## src/rtl/fm_stream_feeder.sv

```systemverilog
// Feature-map / weight source for the DSP-cascade PE: random-access pixel store,
// serial weight loader, and a zero-padded row-major streamer with a flush tail.
module fm_stream_feeder #(
    parameter int KERNEL_SIZE  = 3,
    parameter int FM_SIZE      = 3,
    parameter int PADDING      = 0,
    parameter int FLUSH_CYCLES = 2
) (
    input  logic                                    i_clk,
    input  logic                                    i_rst_n,
    input  logic                                    i_wr_en,
    input  logic [$clog2(FM_SIZE*FM_SIZE)-1:0]      i_wr_addr,
    input  logic signed [29:0]                      i_wr_data,
    input  logic                                    i_w_valid,
    input  logic signed [17:0]                      i_w_data,
    output logic                                    o_w_ready,
    input  logic                                    i_start,
    output logic                                    o_busy,
    output logic                                    o_done,
    output logic                                    o_en,
    output logic signed [29:0]                      o_DataFM,
    output logic [KERNEL_SIZE*KERNEL_SIZE*18-1:0]   o_Weight,
    output logic [1:0]                              o_state
);

    localparam int PS   = FM_SIZE + 2 * PADDING;
    localparam int NPIX = FM_SIZE * FM_SIZE;
    localparam int KK   = KERNEL_SIZE * KERNEL_SIZE;
    localparam int AW   = $clog2(NPIX);
    localparam int CW   = $clog2(PS + 1);
    localparam int WCW  = (KK > 1) ? $clog2(KK) : 1;
    localparam int FW   = (FLUSH_CYCLES > 1) ? $clog2(FLUSH_CYCLES) : 1;

    localparam logic [CW-1:0]  PS_LAST = CW'(PS - 1);
    localparam logic [CW-1:0]  PAD_W   = CW'(PADDING);
    localparam logic [CW-1:0]  FM_W    = CW'(FM_SIZE);
    localparam logic [AW:0]    NPIX_W  = (AW + 1)'(NPIX);
    localparam logic [WCW-1:0] W_LAST  = WCW'(KK - 1);
    localparam logic [FW-1:0]  F_LAST  = FW'((FLUSH_CYCLES > 0) ? FLUSH_CYCLES - 1 : 0);

    // Weight port handshake: a word transfers on any rising edge where
    // i_w_valid and o_w_ready are both high; o_w_ready is high only in IDLE.
    typedef enum logic [1:0] {
        S_IDLE   = 2'd0,
        S_STREAM = 2'd1,
        S_FLUSH  = 2'd2
    } state_e;

    state_e state_q, state_d;

    logic [CW-1:0]  r_q, c_q;
    logic [FW-1:0]  f_q;
    logic [WCW-1:0] w_cnt_q;
    logic           w_loaded_q;
    logic [17:0]    w_q [KK];
    logic [29:0]    mem [NPIX];

    logic           en_q, en_d;
    logic [29:0]    data_q, data_d;
    logic           done_q, done_d;
    logic           busy_q, busy_d;
    logic           ready_q, ready_d;

    logic           start_ok, last_px, f_last, w_xfer, wr_ok, in_win;
    logic [CW-1:0]  r_off, c_off;
    logic [AW-1:0]  rd_addr;
    logic [29:0]    pix;

    assign start_ok = i_start && w_loaded_q;
    assign last_px  = (r_q == PS_LAST) && (c_q == PS_LAST);
    assign f_last   = (f_q == F_LAST);
    assign w_xfer   = i_w_valid && ready_q;
    assign wr_ok    = i_wr_en && (state_q == S_IDLE) && ({1'b0, i_wr_addr} < NPIX_W);

    // Positions left of/above the border wrap to large values, so one
    // unsigned compare per axis decides whether we are inside the map.
    always_comb begin
        r_off   = r_q - PAD_W;
        c_off   = c_q - PAD_W;
        in_win  = (r_off < FM_W) && (c_off < FM_W);
        rd_addr = AW'(int'(r_off) * FM_SIZE + int'(c_off));
        pix     = in_win ? mem[rd_addr] : '0;
    end

    always_ff @(posedge i_clk or negedge i_rst_n) begin
        if (!i_rst_n) begin
            state_q <= S_IDLE;
        end else begin
            state_q <= state_d;
        end
    end

    always_comb begin
        state_d = state_q;
        case (state_q)
            S_IDLE: begin
                if (start_ok) state_d = S_STREAM;
            end
            S_STREAM: begin
                if (last_px) state_d = (FLUSH_CYCLES > 0) ? S_FLUSH : S_IDLE;
            end
            S_FLUSH: begin
                if (f_last) state_d = S_IDLE;
            end
            default: state_d = S_IDLE;
        endcase
    end

    // Outputs are registered one edge behind the state that produces them,
    // so o_done fires on the first IDLE edge after the enable was high.
    always_comb begin
        en_d    = (state_q == S_STREAM) || (state_q == S_FLUSH);
        data_d  = (state_q == S_STREAM) ? pix : '0;
        done_d  = (state_q == S_IDLE) && en_q;
        busy_d  = (state_q != S_IDLE) || (state_d != S_IDLE);
        ready_d = (state_d == S_IDLE);
    end

    always_ff @(posedge i_clk or negedge i_rst_n) begin
        if (!i_rst_n) begin
            en_q    <= 1'b0;
            data_q  <= '0;
            done_q  <= 1'b0;
            busy_q  <= 1'b0;
            ready_q <= 1'b0;
        end else begin
            en_q    <= en_d;
            data_q  <= data_d;
            done_q  <= done_d;
            busy_q  <= busy_d;
            ready_q <= ready_d;
        end
    end

    always_ff @(posedge i_clk or negedge i_rst_n) begin
        if (!i_rst_n) begin
            r_q <= '0;
            c_q <= '0;
            f_q <= '0;
        end else begin
            case (state_q)
                S_STREAM: begin
                    if (c_q == PS_LAST) begin
                        c_q <= '0;
                        r_q <= (r_q == PS_LAST) ? '0 : r_q + CW'(1);
                    end else begin
                        c_q <= c_q + CW'(1);
                    end
                end
                S_FLUSH: f_q <= f_q + FW'(1);
                default: begin
                    r_q <= '0;
                    c_q <= '0;
                    f_q <= '0;
                end
            endcase
        end
    end

    always_ff @(posedge i_clk or negedge i_rst_n) begin
        if (!i_rst_n) begin
            w_cnt_q    <= '0;
            w_loaded_q <= 1'b0;
            for (int k = 0; k < KK; k++) w_q[k] <= '0;
        end else if (w_xfer) begin
            w_q[w_cnt_q] <= i_w_data;
            if (w_cnt_q == W_LAST) begin
                w_cnt_q    <= '0;
                w_loaded_q <= 1'b1;
            end else begin
                w_cnt_q <= w_cnt_q + WCW'(1);
            end
        end
    end

    // Pixel store survives reset so a frame can be replayed after reloading weights.
    always_ff @(posedge i_clk) begin
        if (wr_ok) mem[i_wr_addr] <= i_wr_data;
    end

    for (genvar k = 0; k < KK; k++) begin : g_wbus
        assign o_Weight[k*18 +: 18] = w_q[k];
    end

    assign o_en      = en_q;
    assign o_DataFM  = data_q;
    assign o_done    = done_q;
    assign o_busy    = busy_q;
    assign o_w_ready = ready_q;
    assign o_state   = state_q;

endmodule
```

## config.mk

```make
export PLATFORM = sky130hd
export DESIGN_NAME = fm_stream_feeder
export DESIGN_NICKNAME = d
export VERILOG_FILES = /design/src/rtl/fm_stream_feeder.sv
export SDC_FILE = /design/constraint.sdc
export NUM_CORES = 1
export LEC_CHECK = 0
export ABC_CLOCK_PERIOD_IN_PS = 6450
export CAP_MARGIN = 20
export CORE_MARGIN = 4
export CORE_UTILIZATION = 50
export DETAILED_ROUTE_END_ITERATION = 8
export PLACE_DENSITY = 0.77
export SLEW_MARGIN = 15
export SYNTH_ARGS = -nofsm -noshare
export SYNTH_HDL_FRONTEND = slang
export SYNTH_SLANG_ARGS = --single-unit
```

## constraint.sdc

```tcl
create_clock -name i_clk -period 6.45 [get_ports i_clk]
set_input_delay 0.645 -clock i_clk [delete_from_list [all_inputs] [get_ports i_clk]]
set_output_delay 0.645 -clock i_clk [all_outputs]
set_load 0.02 [all_outputs]
```

==> metrics.cfg <==
[outcome]
status=finished clean

[floorplanning]
die_area_um2=39100
core_um2=35600
start_util_pct=50.6
ios=255
die_y_um=198
row_count=69
die_x_um=198

[sta]
drv_slew=0
relSlewSlack_pct=33.6
finalHoldViolations=0
max_slew.worst_pin.slew_ns=0.995
fin_crit_ns=3.71
setup_ws_ns=2.74
clock.fmax_mhz=269
rsz0062_at_grt=false
min_period_over_period_pct=57.5
hold_ws_ns=0.117
fin_tns_setup_ns=0
setup_viol=0
fin_skew_ns=0.0217

[critical_path]
worst_ep_required_time_ns=6.91
crit_slowest_cell=fa_2
worst_path_largest_cell_delay_ns=1.06
crit_top_cell=inv_1
cp.arrival_ns=4.17
end_kind=register
cp_num_buf_inv=4
critPathKind=reg2reg
crit_path_start_kind=register
path_max_fanout=31
path_cells=inv_1 -> fa_1 -> inv_1 -> ha_1 -> inv_1 -> fa_2 -> buf_4 -> mux4_2 -> o22ai_1 -> nor3_1
cp_top_family=adder cells

[global_route]
overflow=0
grt_start_max_net_pins=91
met3_usage_pct=5.36
grt_pass1_vias=10000
grt_pass1_wl_mm=62.1
grt_util_met1_pct=27.1
grt_usage_pct=21.0
antenna_found_initial=3
busiest_layer=met2
grt_util_met2_pct=35.6

[power]
p_total_mw=11.0
max-vdd-ir-drop_v=0.000368
p_per_area_nw_per_um2=482
total_leakage_power_nw=8.69

[clocking]
cts_buffers=48
holdBufCountCts=0
clk_pin_slew_worst_paths_ns=0.06
cts_tree=built
clk_latency_ns=0.58
cts_resized=0
cts-root-buf=clkbuf_16
clk_path_buf_depth=3
clock_sinks=478
h-tree-depth=2
cts_setup_buffers=0

[run]
cap_violations=0

[drt]
num_vias=9586
viasPerCell=5.59
drtAntennaViolNets=0
totalWireLength_mm=41.5
firstDrtPassIters=5
drt_iter0_markers=510
drt-wirelength-per-cell_um=24.2
drc=0

[synthesis]
synth_cell_types=39
synth-seq-cells=478
syn_inst=932
yosysSeqAreaShare_pct=74.0
postSynthNetCount=1005
syn_area_per_cell_um2=19.3
ys_warn_count=0
synthesis.area_um2=18000

[final_layout]
final_cell_mix=edfxtp_1, clkdlybuf4s50_1, dfrtp_1
drive_gt1_share_pct=26.8
n_antenna_cell=0
areaGrowthSynthToFinish_pct=26.8
nets=1289
postLayoutCoreUtil_pct=64.2
mostFrequentLayoutCell=edfxtp_1

[placed_design]
detailed_place_hpwl_mm=25.4
io_buffers=254
gp_congestion=0.750
dp_slack_ns=2.69

[hold_path]
holdCritPathClass=in2async

kinds of logic (layout without fill, tap and decap cells):
family                   Yosys count  count (layout)  synth area share (%)
multiplexers                     224             224                  18.4
flip-flops                       478             478                  74.0
AND/OR/NAND/NOR                  117             117                  3.29
adder cells (fa/ha/maj)           16              16                  1.20
XOR/XNOR                           2               2                0.0973
buffers and inverters             50             372                  1.44
AO/OA/AOI/OAI                     45              45                  1.63
state kept, by name (all words and copies together), names as in the netlist:
name	count
w_cnt_q	4
c_q	2
f_last	1
o_DataFM	30
o_en	1
o_busy	1
mem	270
w_loaded_q	1
o_state	2
r_q	2
o_done	1
o_Weight	162
o_w_ready	1
cells in the mapped netlist:
master,number,area (µm²)
nand2_1,14,52.6
o21bai_1,1,7.51
or3_1,3,18.8
mux2i_1,1,10.0
buf_1,2,7.51
inv_1,12,45.0
nor3_1,34,170
o22ai_1,30,188
dfrtp_1,208,5200
nor3_4,1,16.3
nand2_2,4,25.0
buf_2,12,60.1
a211oi_1,2,15.0
mux4_2,60,1350
nand2b_2,1,8.76
ha_1,14,175
edfxtp_1,270,8110
and3b_1,1,8.76
and2_1,5,31.3
a31oi_1,1,6.26
a211o_1,2,17.5
fa_1,2,40.0
nand2_4,3,33.8
clkbuf_1,13,48.8
nor2_4,2,22.5
mux2_4,30,450
o21ai_0,4,20.0
mux2_1,1,11.3
nor2_1,42,158
a21oi_1,2,10.0
a32o_1,2,20.0
nand2b_1,4,25.0
mux2_2,132,1490
buf_4,7,52.6
nand3_2,1,10.0
buf_6,4,45.0
nor2b_1,2,12.5
xnor2_1,2,17.5
a22o_1,1,8.76
path summary, 6_finish.rpt:
| kind | slack [ns] | endpoint | cells after the start | from |
|---|---|---|---|---|
| setup / recovery | 2.74 | o_DataFM[14] | 10 | r_q[0] |
| hold / removal | 0.12 | o_Weight[109] | 1 | i_rst_n |
| setup reg to reg | 2.74 | o_DataFM[14] | 10 | r_q[0] |
| hold reg to reg | 0.49 | o_Weight[147] | 1 | o_Weight[147] |
| max in group asynchronous | 4.94 | o_Weight[64] | 2 | i_rst_n |
| min in group i_clk | 0.49 | o_Weight[147] | 1 | o_Weight[147] |
stage by stage:
step	std cells	area, µm²
2_1_floorplan	932	18000
3_3_place_gp	1625	21100
3_5_place_dp	1627	21200
4_1_cts	1715	22800
5_1_grt	1715	22800
6_report	1715	22800
where the power goes:
group / switching, mW / internal [mW]
combinational: 1.91 / 1.98
sequential: 0.367 / 3.88
clock: 1.14 / 1.74
metal layers:
| layer | up-vias | part of all wire (%) |
|---|---|---|
| li1 | 4148 | - |
| met1 | 4985 | 39 |
| met2 | 381 | 50 |
| met3 | 66 | 8.3 |
| met4 | 6 | 2.2 |
| met5 | - | 0.084 |
final cells by class:
class | count | area (µm²)
sequential | 478 | 13300
fill | 2415 | 12700
multi-input combinational | 404 | 4500
timing repair buffer | 272 | 2710
clock buffer | 75 | 1440
tap | 461 | 577
clock inverter | 13 | 233
inverter | 12 | 45.0
(Power assumes the default switching activity.)
